===== src/rtl/reg_wr_arbiter_if.sv =====
// +----------------------------------------------------------------------------+
// | Module      : reg_wr_arbiter_if                                            |
// | Description : Requester handshakes and register-file write port of the     |
// |               write-port arbiter. REG_WR_ARB_STATS_EN adds the statistics  |
// |               counter outputs and their clear input.                       |
// | Revision    : 1.0 - initial release                                        |
// +----------------------------------------------------------------------------+
`default_nettype none

interface reg_wr_arbiter_if;
    logic        cpu_valid;
    logic [3:0]  cpu_addr;
    logic [15:0] cpu_data;
    logic        cpu_ready;
    logic        a1_valid;
    logic [3:0]  a1_addr;
    logic [15:0] a1_data;
    logic        a1_ready;
    logic        a2_valid;
    logic [3:0]  a2_addr;
    logic [15:0] a2_data;
    logic        a2_ready;
    logic        wr_en;
    logic [3:0]  wr_addr;
    logic [15:0] wr_data;
    logic        wp_err;
    logic        starve_pre;
`ifdef REG_WR_ARB_STATS_EN
    logic        stat_clr;
    logic [15:0] stat_cpu;
    logic [15:0] stat_a1;
    logic [15:0] stat_a2;
    logic [15:0] stat_pre;
`endif

    modport slave (
        input  cpu_valid, cpu_addr, cpu_data,
        input  a1_valid, a1_addr, a1_data,
        input  a2_valid, a2_addr, a2_data,
        output cpu_ready, a1_ready, a2_ready,
        output wr_en, wr_addr, wr_data, wp_err, starve_pre
`ifdef REG_WR_ARB_STATS_EN
        ,
        input  stat_clr,
        output stat_cpu, stat_a1, stat_a2, stat_pre
`endif
    );

    modport master (
        output cpu_valid, cpu_addr, cpu_data,
        output a1_valid, a1_addr, a1_data,
        output a2_valid, a2_addr, a2_data,
        input  cpu_ready, a1_ready, a2_ready,
        input  wr_en, wr_addr, wr_data, wp_err, starve_pre
`ifdef REG_WR_ARB_STATS_EN
        ,
        output stat_clr,
        input  stat_cpu, stat_a1, stat_a2, stat_pre
`endif
    );
endinterface

`default_nettype wire


===== src/rtl/reg_wr_arbiter.sv =====
// +----------------------------------------------------------------------------+
// | Module      : reg_wr_arbiter                                               |
// | Description : Shares the register-file write port between CPU writeback    |
// |               (strict priority) and two round-robin aux requesters with    |
// |               starvation preemption. Optional macro REG_WR_ARB_STATS_EN    |
// |               adds per-source transfer and preemption counters.            |
// | Revision    : 1.0 - initial release                                        |
// +----------------------------------------------------------------------------+
`default_nettype none

module reg_wr_arbiter #(
    parameter int          STARVE_LIMIT = 8,
    parameter int          SW           = 4,
    parameter logic [15:0] WP_MASK      = 16'h0001
) (
    input  wire logic       clk,
    input  wire logic       rst_n,
    reg_wr_arbiter_if.slave bus
);

    localparam logic [1:0]    c_G_NONE  = 2'd0;
    localparam logic [1:0]    c_G_CPU   = 2'd1;
    localparam logic [1:0]    c_G_A1    = 2'd2;
    localparam logic [1:0]    c_G_A2    = 2'd3;
    localparam bit            c_PRE_EN  = (STARVE_LIMIT != 0);
    localparam logic [SW-1:0] c_LIMIT   = SW'(STARVE_LIMIT);
    localparam logic [SW-1:0] c_CNT_MAX = '1;

    logic          r_rr_a2;
    logic [SW-1:0] r_cnt1;
    logic [SW-1:0] r_cnt2;
    logic          r_wr_en;
    logic [3:0]    r_wr_addr;
    logic [15:0]   r_wr_data;
    logic          r_wp_err;
    logic          r_starve_pre;

    logic          w_st1;
    logic          w_st2;
    logic          w_pre;
    logic [1:0]    w_gnt;
    logic [3:0]    w_addr;
    logic [15:0]   w_data;
    logic          w_xfer;
    logic          w_aux;
    logic          w_zero;
    logic          w_wp;

    always_comb begin
        w_st1 = c_PRE_EN && bus.a1_valid && (r_cnt1 >= c_LIMIT);
        w_st2 = c_PRE_EN && bus.a2_valid && (r_cnt2 >= c_LIMIT);
        w_gnt = c_G_NONE;
        w_pre = 1'b0;
        if (w_st1 && w_st2) begin
            w_gnt = r_rr_a2 ? c_G_A2 : c_G_A1;
            w_pre = 1'b1;
        end else if (w_st1) begin
            w_gnt = c_G_A1;
            w_pre = 1'b1;
        end else if (w_st2) begin
            w_gnt = c_G_A2;
            w_pre = 1'b1;
        end else if (bus.cpu_valid) begin
            w_gnt = c_G_CPU;
        end else if (bus.a1_valid && bus.a2_valid) begin
            w_gnt = r_rr_a2 ? c_G_A2 : c_G_A1;
        end else if (bus.a1_valid) begin
            w_gnt = c_G_A1;
        end else if (bus.a2_valid) begin
            w_gnt = c_G_A2;
        end
    end

    always_comb begin
        w_addr = 4'd0;
        w_data = 16'd0;
        case (w_gnt)
            c_G_CPU: begin w_addr = bus.cpu_addr; w_data = bus.cpu_data; end
            c_G_A1:  begin w_addr = bus.a1_addr;  w_data = bus.a1_data;  end
            c_G_A2:  begin w_addr = bus.a2_addr;  w_data = bus.a2_data;  end
            default: begin w_addr = 4'd0;         w_data = 16'd0;        end
        endcase
    end

    assign w_xfer = (w_gnt != c_G_NONE);
    assign w_aux  = w_gnt[1];
    assign w_zero = (w_addr == 4'd0);
    assign w_wp   = w_aux && WP_MASK[w_addr];

    assign bus.cpu_ready = rst_n && (w_gnt == c_G_CPU);
    assign bus.a1_ready  = rst_n && (w_gnt == c_G_A1);
    assign bus.a2_ready  = rst_n && (w_gnt == c_G_A2);

    always_ff @(posedge clk or negedge rst_n) begin
        if (!rst_n) begin
            r_rr_a2      <= 1'b0;
            r_cnt1       <= '0;
            r_cnt2       <= '0;
            r_wr_en      <= 1'b0;
            r_wr_addr    <= 4'd0;
            r_wr_data    <= 16'd0;
            r_wp_err     <= 1'b0;
            r_starve_pre <= 1'b0;
        end else begin
            // Pointer always lands on the aux that was not just served.
            if (w_gnt == c_G_A1) begin
                r_rr_a2 <= 1'b1;
            end else if (w_gnt == c_G_A2) begin
                r_rr_a2 <= 1'b0;
            end

            if ((w_gnt == c_G_A1) || !bus.a1_valid) begin
                r_cnt1 <= '0;
            end else if (r_cnt1 != c_CNT_MAX) begin
                r_cnt1 <= r_cnt1 + SW'(1);
            end

            if ((w_gnt == c_G_A2) || !bus.a2_valid) begin
                r_cnt2 <= '0;
            end else if (r_cnt2 != c_CNT_MAX) begin
                r_cnt2 <= r_cnt2 + SW'(1);
            end

            r_wr_en      <= w_xfer && !w_zero && !w_wp;
            r_wp_err     <= w_xfer && !w_zero && w_wp;
            r_starve_pre <= w_pre && bus.cpu_valid;
            if (w_xfer) begin
                r_wr_addr <= w_addr;
                r_wr_data <= w_data;
            end
        end
    end

    assign bus.wr_en      = r_wr_en;
    assign bus.wr_addr    = r_wr_addr;
    assign bus.wr_data    = r_wr_data;
    assign bus.wp_err     = r_wp_err;
    assign bus.starve_pre = r_starve_pre;

`ifdef REG_WR_ARB_STATS_EN
    logic [15:0] r_stat_cpu;
    logic [15:0] r_stat_a1;
    logic [15:0] r_stat_a2;
    logic [15:0] r_stat_pre;

    function automatic logic [15:0] sat_inc(input logic [15:0] val);
        return (val == 16'hFFFF) ? val : val + 16'd1;
    endfunction

    always_ff @(posedge clk or negedge rst_n) begin
        if (!rst_n) begin
            r_stat_cpu <= 16'd0;
            r_stat_a1  <= 16'd0;
            r_stat_a2  <= 16'd0;
            r_stat_pre <= 16'd0;
        end else if (bus.stat_clr) begin
            r_stat_cpu <= 16'd0;
            r_stat_a1  <= 16'd0;
            r_stat_a2  <= 16'd0;
            r_stat_pre <= 16'd0;
        end else begin
            if (w_gnt == c_G_CPU) r_stat_cpu <= sat_inc(r_stat_cpu);
            if (w_gnt == c_G_A1)  r_stat_a1  <= sat_inc(r_stat_a1);
            if (w_gnt == c_G_A2)  r_stat_a2  <= sat_inc(r_stat_a2);
            if (w_pre && bus.cpu_valid) r_stat_pre <= sat_inc(r_stat_pre);
        end
    end

    assign bus.stat_cpu = r_stat_cpu;
    assign bus.stat_a1  = r_stat_a1;
    assign bus.stat_a2  = r_stat_a2;
    assign bus.stat_pre = r_stat_pre;
`endif

endmodule

`default_nettype wire


===== src/flat_wrapper.sv =====
// flat-port wrapper written by rule: the top's interface ports become plain ports
module reg_wr_arbiter_flat 
#(
    parameter int          STARVE_LIMIT = 8,
    parameter int          SW           = 4,
    parameter logic [15:0] WP_MASK      = 16'h0001
)
  (clk, rst_n, bus_cpu_valid, bus_cpu_addr, bus_cpu_data, bus_a1_valid, bus_a1_addr, bus_a1_data, bus_a2_valid, bus_a2_addr, bus_a2_data, bus_cpu_ready, bus_a1_ready, bus_a2_ready, bus_wr_en, bus_wr_addr, bus_wr_data, bus_wp_err, bus_starve_pre);
  reg_wr_arbiter_if bus_i ();
  input  wire logic clk;
  input  wire logic rst_n;
  input wire logic [$bits(bus_i.cpu_valid)-1:0] bus_cpu_valid;
  input wire logic [$bits(bus_i.cpu_addr)-1:0] bus_cpu_addr;
  input wire logic [$bits(bus_i.cpu_data)-1:0] bus_cpu_data;
  input wire logic [$bits(bus_i.a1_valid)-1:0] bus_a1_valid;
  input wire logic [$bits(bus_i.a1_addr)-1:0] bus_a1_addr;
  input wire logic [$bits(bus_i.a1_data)-1:0] bus_a1_data;
  input wire logic [$bits(bus_i.a2_valid)-1:0] bus_a2_valid;
  input wire logic [$bits(bus_i.a2_addr)-1:0] bus_a2_addr;
  input wire logic [$bits(bus_i.a2_data)-1:0] bus_a2_data;
  output wire logic [$bits(bus_i.cpu_ready)-1:0] bus_cpu_ready;
  output wire logic [$bits(bus_i.a1_ready)-1:0] bus_a1_ready;
  output wire logic [$bits(bus_i.a2_ready)-1:0] bus_a2_ready;
  output wire logic [$bits(bus_i.wr_en)-1:0] bus_wr_en;
  output wire logic [$bits(bus_i.wr_addr)-1:0] bus_wr_addr;
  output wire logic [$bits(bus_i.wr_data)-1:0] bus_wr_data;
  output wire logic [$bits(bus_i.wp_err)-1:0] bus_wp_err;
  output wire logic [$bits(bus_i.starve_pre)-1:0] bus_starve_pre;
  assign bus_i.cpu_valid = bus_cpu_valid;
  assign bus_i.cpu_addr = bus_cpu_addr;
  assign bus_i.cpu_data = bus_cpu_data;
  assign bus_i.a1_valid = bus_a1_valid;
  assign bus_i.a1_addr = bus_a1_addr;
  assign bus_i.a1_data = bus_a1_data;
  assign bus_i.a2_valid = bus_a2_valid;
  assign bus_i.a2_addr = bus_a2_addr;
  assign bus_i.a2_data = bus_a2_data;
  assign bus_cpu_ready = bus_i.cpu_ready;
  assign bus_a1_ready = bus_i.a1_ready;
  assign bus_a2_ready = bus_i.a2_ready;
  assign bus_wr_en = bus_i.wr_en;
  assign bus_wr_addr = bus_i.wr_addr;
  assign bus_wr_data = bus_i.wr_data;
  assign bus_wp_err = bus_i.wp_err;
  assign bus_starve_pre = bus_i.starve_pre;
  reg_wr_arbiter #(.STARVE_LIMIT(STARVE_LIMIT), .SW(SW), .WP_MASK(WP_MASK)) u_core (.clk(clk), .rst_n(rst_n), .bus(bus_i));
endmodule

===== config.mk =====
export PLATFORM = sky130hd
export DESIGN_NAME = reg_wr_arbiter_flat
export DESIGN_NICKNAME = d
export VERILOG_FILES = /design/src/rtl/reg_wr_arbiter_if.sv /design/src/rtl/reg_wr_arbiter.sv /design/src/flat_wrapper.sv
export SDC_FILE = /design/constraint.sdc
export NUM_CORES = 1
export LEC_CHECK = 0
export CORE_UTILIZATION = 50
export DETAILED_ROUTE_END_ITERATION = 16
export DONT_BUFFER_PORTS = 1
export PLACE_DENSITY = 0.65
export SKIP_CTS_REPAIR_TIMING = 1
export SLEW_MARGIN = 25
export SYNTH_ARGS = -nofsm -noshare
export SYNTH_HDL_FRONTEND = slang
export SYNTH_SLANG_ARGS = --single-unit

===== constraint.sdc =====
create_clock -name clk -period 3.1 [get_ports clk]
set_input_delay 0.31 -clock clk [delete_from_list [all_inputs] [get_ports clk]]
set_output_delay 0.31 -clock clk [all_outputs]
set_load 0.02 [all_outputs]

[Word-level counts from Yosys, hierarchy flattened]
Memory sizes are Yosys's and may differ from the RTL's.
Cells that the tools add are included.
Word-level totals
  memory bits (writable): 0
  output and inout port bits: 26
  ROM bits: 16
  input bits: 65
  register bits after elaboration: 32
  memories: 1
  word-level logic and storage cells: 62
  latch bits: 0
Memories
  (no name shown): words 16, bits a word 1, read ports 1, clocked after memory_dff 0, wr ports 0, RTL line reg_wr_arbiter.sv:88  | assign w_wp = w_aux && WP_MASK[w_addr];
Cells by class
  multipliers: 0
  div/mod/pow operators: 0
  equal/unequal tests: 5
  reduce and logical (&&, ||, !) cells: 23
  muxes and demuxes: 20
  magnitude comparators: 3
  shift-type cells: 0
  bitwise logic cells: 0
  add/subtract/negate cells: 2
Operators with widths (count)
  case mux 16 bit (3 select lines): 1
  2-to-1 mux 4 bit: 4
  2-to-1 mux 2 bit: 7
  logical AND 1 bit: 12
  case mux 4 bit (3 select lines): 1
  adder 4 x 1 -> 4 bit (second input constant): 2
  >= comparator 4 bit (second input constant): 2
  inequality test 4 bit (second input constant): 2
  nonzero test 2 bit: 4
  2-to-1 mux 1 bit: 7
  < comparator 4 x 5 -> 1 bit (second input constant): 1
  equality test 2 bit (second input constant): 2
  logical NOT 1 bit: 4
  logical NOT 4 bit: 1
  equality test 2 x 1 -> 1 bit (second input constant): 1
  logical OR 1 bit: 2

[Depth between registers and ports, before layout]
Gate-level depths: netlist (run 1).
  word-level depth: 14
  mapped depth: 7
  mapped depth without buffers: 5

[Worst setup path after synthesis (run 1)]
No wires, ideal clock.
  kind: register -> output
  start point: reg u_core.r_cnt1[3]
  end point: out bus_a2_ready
  buffers on the path: 2
  stages on the path, launching flop included: 7
  data required time: 2.790 ns
  arrival time: 1.571 ns
  slack: 1.219 ns
  cell sequence: dfrtp_1 -> a21boi_1 -> o21ai_1 -> o21ai_4 -> buf_4 -> buf_2 -> nor2_1
On the way
  longest elaborated chain between the ends: 6
  elaborated cells between the ends (all ways): 7
  those cells by class: 1 x order compare; 1 x eq/ne; 2 x mux; 3 x reduce/logical
Ends and longest elaborated chain
  start, declared: RTL line reg_wr_arbiter.sv:30  | logic [SW-1:0] r_cnt1;
  start signal, assigned: RTL line reg_wr_arbiter.sv:115  | r_cnt1 <= r_cnt1 + SW'(1);
  >= comparator 4 bit *: RTL line reg_wr_arbiter.sv:50  | w_st1 = c_PRE_EN && bus.a1_valid && (r_cnt1 >= c_LIMIT);
  logical AND 1 bit *: RTL line reg_wr_arbiter.sv:50
  2-to-1 mux 2 bit or logical AND 1 bit (tied branches): RTL line reg_wr_arbiter.sv:57, reg_wr_arbiter.sv:54
  2-to-1 mux 2 bit *: RTL line reg_wr_arbiter.sv:54  | if (w_st1 && w_st2) begin
  equality test 2 bit *: RTL line reg_wr_arbiter.sv:92  | assign bus.a2_ready = rst_n && (w_gnt == c_G_A2);
  logical AND 1 bit *: RTL line reg_wr_arbiter.sv:92
  end, declared: RTL line flat_wrapper.sv:23  | output wire logic [$bits(bus_i.a2_ready)-1:0] bus_a2_ready;
Every way passes the cells marked *; elsewhere a longest branch is shown, timed or not.

[Worst setup path in the final report (run 1)]
  start point: reg u_core.r_cnt1[3]
  end point: out bus_a1_ready
On the way
  longest elaborated chain between the ends: 6
  elaborated cells between the ends (all ways): 7
  those cells by class: 1 x order compare; 1 x eq/ne; 2 x mux; 3 x reduce/logical
Ends and longest elaborated chain
  >= comparator 4 bit *: RTL line reg_wr_arbiter.sv:50
  logical AND 1 bit *: RTL line reg_wr_arbiter.sv:50
  2-to-1 mux 2 bit or logical AND 1 bit (tied branches): RTL line reg_wr_arbiter.sv:57, reg_wr_arbiter.sv:54
  2-to-1 mux 2 bit *: RTL line reg_wr_arbiter.sv:54
  equality test 2 bit *: RTL line reg_wr_arbiter.sv:91  | assign bus.a1_ready = rst_n && (w_gnt == c_G_A1);
  logical AND 1 bit *: RTL line reg_wr_arbiter.sv:91
  end, declared: RTL line flat_wrapper.sv:22  | output wire logic [$bits(bus_i.a1_ready)-1:0] bus_a1_ready;
Marked as above.

==> results.cfg, run 1 <==
[routing]
first_pass_iters = 4
vias_per_cell = 5.96
drt_iter0_markers = 46
drc = 0
routed_wl_mm = 3.92
wl_per_cell_um = 15.9
ant_nets = 0
route.vias.total = 1465

[timing]
worst_pin_slew_ps = 864
setup-tns-final_ps = 0
rsz0062_at_grt = false
setup-violations-final = 0
relSlewSlack = 0.422
hold_violations = 0
clock.fmax_ghz = 0.424
period_minus_slack_ps = 2360
finClkSkew_ps = 6.59
drv_slew = 0
fin_crit_sh = 0.761

[synthesis]
netlist.area_leader.share = 0.433
synth.distinct_cells = 36
avgSynthCellArea_sq_um = 9.29
synthFlopType = dfrtp_1
synthesis.area_sq_um = 1850
yosysSeqAreaShare = 0.433
yosys.area.top_type = dfrtp_1
ys_warn_count = 0
synth_nets = 268
synthTopCellsByArea = dfrtp_1, nand2_1, a211oi_1
synth-edff-count = 0
async_flop_share = 1.00
ys_ff_latch = 32
synth_cells = 199

[setup_path]
crit_path_start_kind = flop
r2r_end = u_core.r_cnt2[2]$_DFFE_PN0P_
cp.required_ps = 2790
r2r_cells = 5
rr_startpoint = u_core.r_cnt1[3]$_DFFE_PN0P_
worstSetupPathType = flop to output port
setup.worst_path.start = u_core.r_cnt1[3]$_DFFE_PN0P_
end_kind = output port
cp_max_fo = 32
cp_data_arrival_time_ps = 2050
rrSetupSlack_ps = 980

[clocking]
cts.sinks = 32
cts_tree = done
clk_latency_ps = 280
ctsLongestPathBuffers = 2
h-tree-depth = 2
clk_pin_slew_worst_paths_ps = 60
clock-root-buffer = clkbuf_8
cts_made_buffers = 5

[run_status]
status = finished clean

[min_path]
whs_path_depth = 2
hold_path_startpoint = bus_cpu_valid
min_to = u_core.bus.starve_pre$_DFF_PN0_
min_path_type = input pin to flop

[power]
vdd_ir_drop_max_v = 0.000301
p_int_mw = 0.698
p_leak_nw = 0.830
combPwrFrac = 0.175
swShare = 0.325
p_seq_frac = 0.545
p_switching_mw = 0.337
pwr-share-clk = 0.280
power_density_nw_per_um2 = 528

[cells_and_area]
multi_input_area_sq_um = 953
synthToLayoutAreaGrowth_pct = 6.09
diodes = 0
final_nets = 269
fill_cells = 308
seq_area_sq_um = 801
stdcell_count = 246
final_common_cell = nand2_1
drive_above_1_share = 0.105
layout_common_cells = nand2_1, dfrtp_1, a31oi_1, nor2_1, a211oi_1

[grt]
antenna_found_initial = 0
grt_pass1_vias = 1407
grt_usage = 0.208
grt_pass1_wl_mm = 6.41
grt-ovfl-total = 0
grt_max_degree = 35

[place]
gp_congestion = 0.783
io_buffers = 0
placedCellCount = 237
dp_hpwl_mm = 2.79

[floorplan]
fp.dieH_um = 62.8
std_cell_rows = 21
coreArea_sq_um = 3440
die-area_sq_um = 3940
io_pins = 91
die_w_um = 62.8
initial_core_util = 0.537

[flow_run]
cap_viol_max_count = 0
[worst max-delay path by stage]
stage / to / slack, ps / depth (start not counted)
floorplan: bus_a2_ready / 1220 / 6
global placement: bus_a1_ready / 1130 / 3
detailed placement: u_core.r_cnt2[2]$_DFFE_PN0P_ / 1030 / 5
CTS: bus_a1_ready / 740 / 3
global route: bus_a1_ready / 600 / 3
finish: bus_a1_ready / 740 / 3
[through the flow]
step | utilization | worst slack (ps) | area (sq um) | total power, mW | hold slack (ps)
2_1_floorplan | - | 1220 | 1850 | 0.714 | 14.4
3_3_place_gp | 0.538 | 1130 | 1850 | 0.732 | 15.1
3_5_place_dp | 0.538 | 1030 | 1850 | 0.742 | 15.2
4_1_cts | 0.561 | 738 | 1930 | 1.04 | -291
5_1_grt | 0.570 | 602 | 1960 | 1.11 | 173
6_report | 0.570 | 742 | 1960 | 1.04 | 180
[power groups by stage]
stage	combinational [mW]	clock [mW]	sequential (mW)
finish	0.181	0.290	0.564
global route	0.205	0.330	0.571
CTS	0.171	0.306	0.565
detailed placement	0.170	0	0.572
global placement	0.162	0	0.570
floorplan	0.153	0	0.561
[state kept, by name, summed over array words and instances, names as in the netlist]
signal	cells
u_core.bus.wr_data	16
u_core.bus.wr_addr	4
u_core.r_cnt1	4
u_core.r_cnt2	4
u_core.bus.starve_pre	1
u_core.bus.wp_err	1
u_core.bus.wr_en	1
u_core.r_rr_a2	1
[area by class of cell]
class,instances,share of cell area
clock buffer,6,0.0370
clock inverter,1,0.00255
inverter,5,0.00957
multi-input combinational,151,0.486
sequential,32,0.408
tap,46,0.0294
timing repair buffer,5,0.0268
[synthesized netlist by cell type (all sizes together), types with 4 or more instances]
cell	n
nand2	39
dfrtp	32
a31oi	18
a211oi	17
and2	16
nor2	16
buf	11
mux2i	7
o21ai	6
inv	5
nor3	5
ha	4
mux2	4
nand3	4
[logic make-up (layout without fill, tap and decap cells)]
logic type / count (synthesis) / count (layout) / share of synthesized area
mux: 11 / 11 / 0.0711
simple gates: 84 / 84 / 0.211
compound gates: 49 / 49 / 0.195
other cells: 1 / 1 / 0.00203
buf+inv: 16 / 17 / 0.0508
fa+ha+maj: 4 / 4 / 0.0271
flops: 32 / 32 / 0.433
xor+xnor: 2 / 2 / 0.00948
[worst max-delay path, cell delays in order (launching register included)]
cell and delay, ps:
dfrtp_1 490, a21oi_1 150, o21ai_4 690, nor2b_1 440
[layer usage]
metal,GRT usage,part of all wire
met4,0.0843,0.011
met1,0.243,0.41
met2,0.342,0.50
met3,0.0785,0.083
met5,0,0
No activity file was read; power rests on OpenSTA's default activity.
==> inputs of run 2 (changes only) <==
--- a/config.mk
+++ b/config.mk
@@ -8,7 +8,7 @@
 export CORE_UTILIZATION = 50
 export DETAILED_ROUTE_END_ITERATION = 16
 export DONT_BUFFER_PORTS = 1
-export PLACE_DENSITY = 0.65
+export PLACE_DENSITY = 0.68
 export SKIP_CTS_REPAIR_TIMING = 1
 export SLEW_MARGIN = 25
 export SYNTH_ARGS = -nofsm -noshare
==> constraint.sdc (replaced) <==
create_clock -name clk -period 2.04 [get_ports clk]
set_input_delay 0.204 -clock clk [delete_from_list [all_inputs] [get_ports clk]]
set_output_delay 0.204 -clock clk [all_outputs]
set_load 0.02 [all_outputs]
==> run 2 against run 1 <==
Hold slack worse by 120 ps. Flip-flop and latch count is the same. Via count is 1.1% higher. Clock skew down 2.0 ps. Largest cell class unchanged. Setup slack got worse by 610 ps.
==> results.cfg, run 2 (synthesis gave the netlist of run 1 again) <==
[routing]
ant_nets = 0
vias_per_cell = 5.79
first_pass_iters = 4
route.vias.total = 1481
wl_per_cell_um = 16.4
drc = 0
drt_iter0_markers = 116
routed_wl_mm = 4.20

[grt]
grt_pass1_wl_mm = 6.69
grt_usage = 0.213
grt_max_degree = 45
antenna_found_initial = 0
grt_pass1_vias = 1433
grt-ovfl-total = 0

[flow_run]
cap_viol_max_count = 0

[floorplan]
io_pins = 91
initial_core_util = 0.537
fp.dieH_um = 62.8
std_cell_rows = 21
die-area_sq_um = 3940
die_w_um = 62.8
coreArea_sq_um = 3440

[power]
pwr-share-clk = 0.298
p_leak_nw = 0.898
power_density_nw_per_um2 = 800
swShare = 0.325
vdd_ir_drop_max_v = 0.000406
p_switching_mw = 0.541
p_seq_frac = 0.517
power_mw = 1.66
p_int_mw = 1.12
combPwrFrac = 0.185

[cells_and_area]
utilization = 0.603
final_nets = 278
stdcell_count = 256
final_common_cell = nand2_1
drive_above_1_share = 0.162
largest_reg_flops = 16
diodes = 0
layout_common_cells = nand2_1, dfrtp_1, a31oi_1, nor2_1, a211oi_1
synthToLayoutAreaGrowth_pct = 12.4

[timing]
clock.fmax_ghz = 0.523
worst_pin_slew_ps = 614
hold_violations = 0
finClkSkew_ps = 4.63
drv_slew = 0
fin_crit_sh = 0.936
setup-violations-final = 0
period_minus_slack_ps = 1910
relSlewSlack = 0.587
holdWs_ps = 62.8

[clocking]
clk_pin_slew_worst_paths_ps = 60
clk_latency_ps = 280
ctsLongestPathBuffers = 2
cts_tree = done
cts.sinks = 32
h-tree-depth = 2
clock-root-buffer = clkbuf_8
cts_made_buffers = 5

[setup_path]
cpMaxStageDelayCell = dfrtp_1
cp_max_fo = 18
path_cells = nand2b_4, a22oi_4, buf_4, nand2_1, nor2_1, buf_4
slowest_delay_ps = 400
end_kind = output port
worst_path_most_repeated_cell = buf_4
cp_data_arrival_time_ps = 1710
setup.worst_path.start = u_core.r_cnt1[3]$_DFFE_PN0P_
worstSetupPathType = flop to output port
crit_path_start_kind = flop
rr_startpoint = u_core.r_cnt2[3]$_DFFE_PN0P_
cp.required_ps = 1840

[run_status]
status = finished clean

[place]
io_buffers = 0
dp_hpwl_mm = 2.88
placedCellCount = 241
gp_congestion = 0.719

[min_path]
min_path_type = input pin to flop
hold_path_startpoint = bus_cpu_valid
## run 2: metrics by stage
stage          instance area (sq um)  TNS (ps)  worst slack (ps)
6_report                        2080         0               130
5_1_grt                         2080     -10.1             -10.1
4_1_cts                         1980      -854              -375
3_5_place_dp                    1880     -77.7             -59.5
3_3_place_gp                    1880         0              69.4
2_1_floorplan                   1850         0               265
## run 2: worst paths after layout
| check | to | slack [ps] | cells after the start |
|---|---|---|---|
| min in group asynchronous | u_core.bus.wr_data[5]$_DFFE_PN0P_ | 370 | 2 |
| max in group asynchronous | u_core.r_cnt1[0]$_DFFE_PN0P_ | 1480 | 2 |
| worst max-delay path | bus_cpu_ready | 130 | 6 |
| worst min-delay path | u_core.bus.starve_pre$_DFF_PN0_ | 60 | 2 |
| worst min register to register | u_core.r_rr_a2$_DFFE_PN0P_ | 580 | 2 |
| worst max register to register | u_core.bus.wr_en$_DFF_PN0_ | 200 | 8 |
## run 2: layout make-up
class,count,area [sq um]
multi-input combinational,151,966
inverter,5,18.8
sequential,32,801
clock buffer,6,82.6
tap,46,57.6
fill,301,1370
clock inverter,2,10.0
timing repair buffer,14,141
## run 2: metal layers
layer	part of all wire	track usage	vias up
met1	0.38	0.246	700
met3	0.076	0.0639	7
met2	0.53	0.378	62
li1	-	-	712
met4	0.011	0.0640	0
met5	0	0	-
## run 2: critical path: cells and delay by family, from the launching register on
kind | cells | cell delay, ps
flops | 1 | 400
compound gates | 1 | 280
buf+inv | 2 | 410
simple gates | 3 | 330
## run 2: power groups by stage
stage                     clock network (mW)  logic, mW  registers, mW
after floorplan                            0      0.233          0.852
after global placement                     0      0.247          0.866
after detailed placement                   0      0.263          0.870
after CTS                              0.506      0.264          0.859
after global routing                   0.536      0.349          0.867
final                                  0.496      0.308          0.859
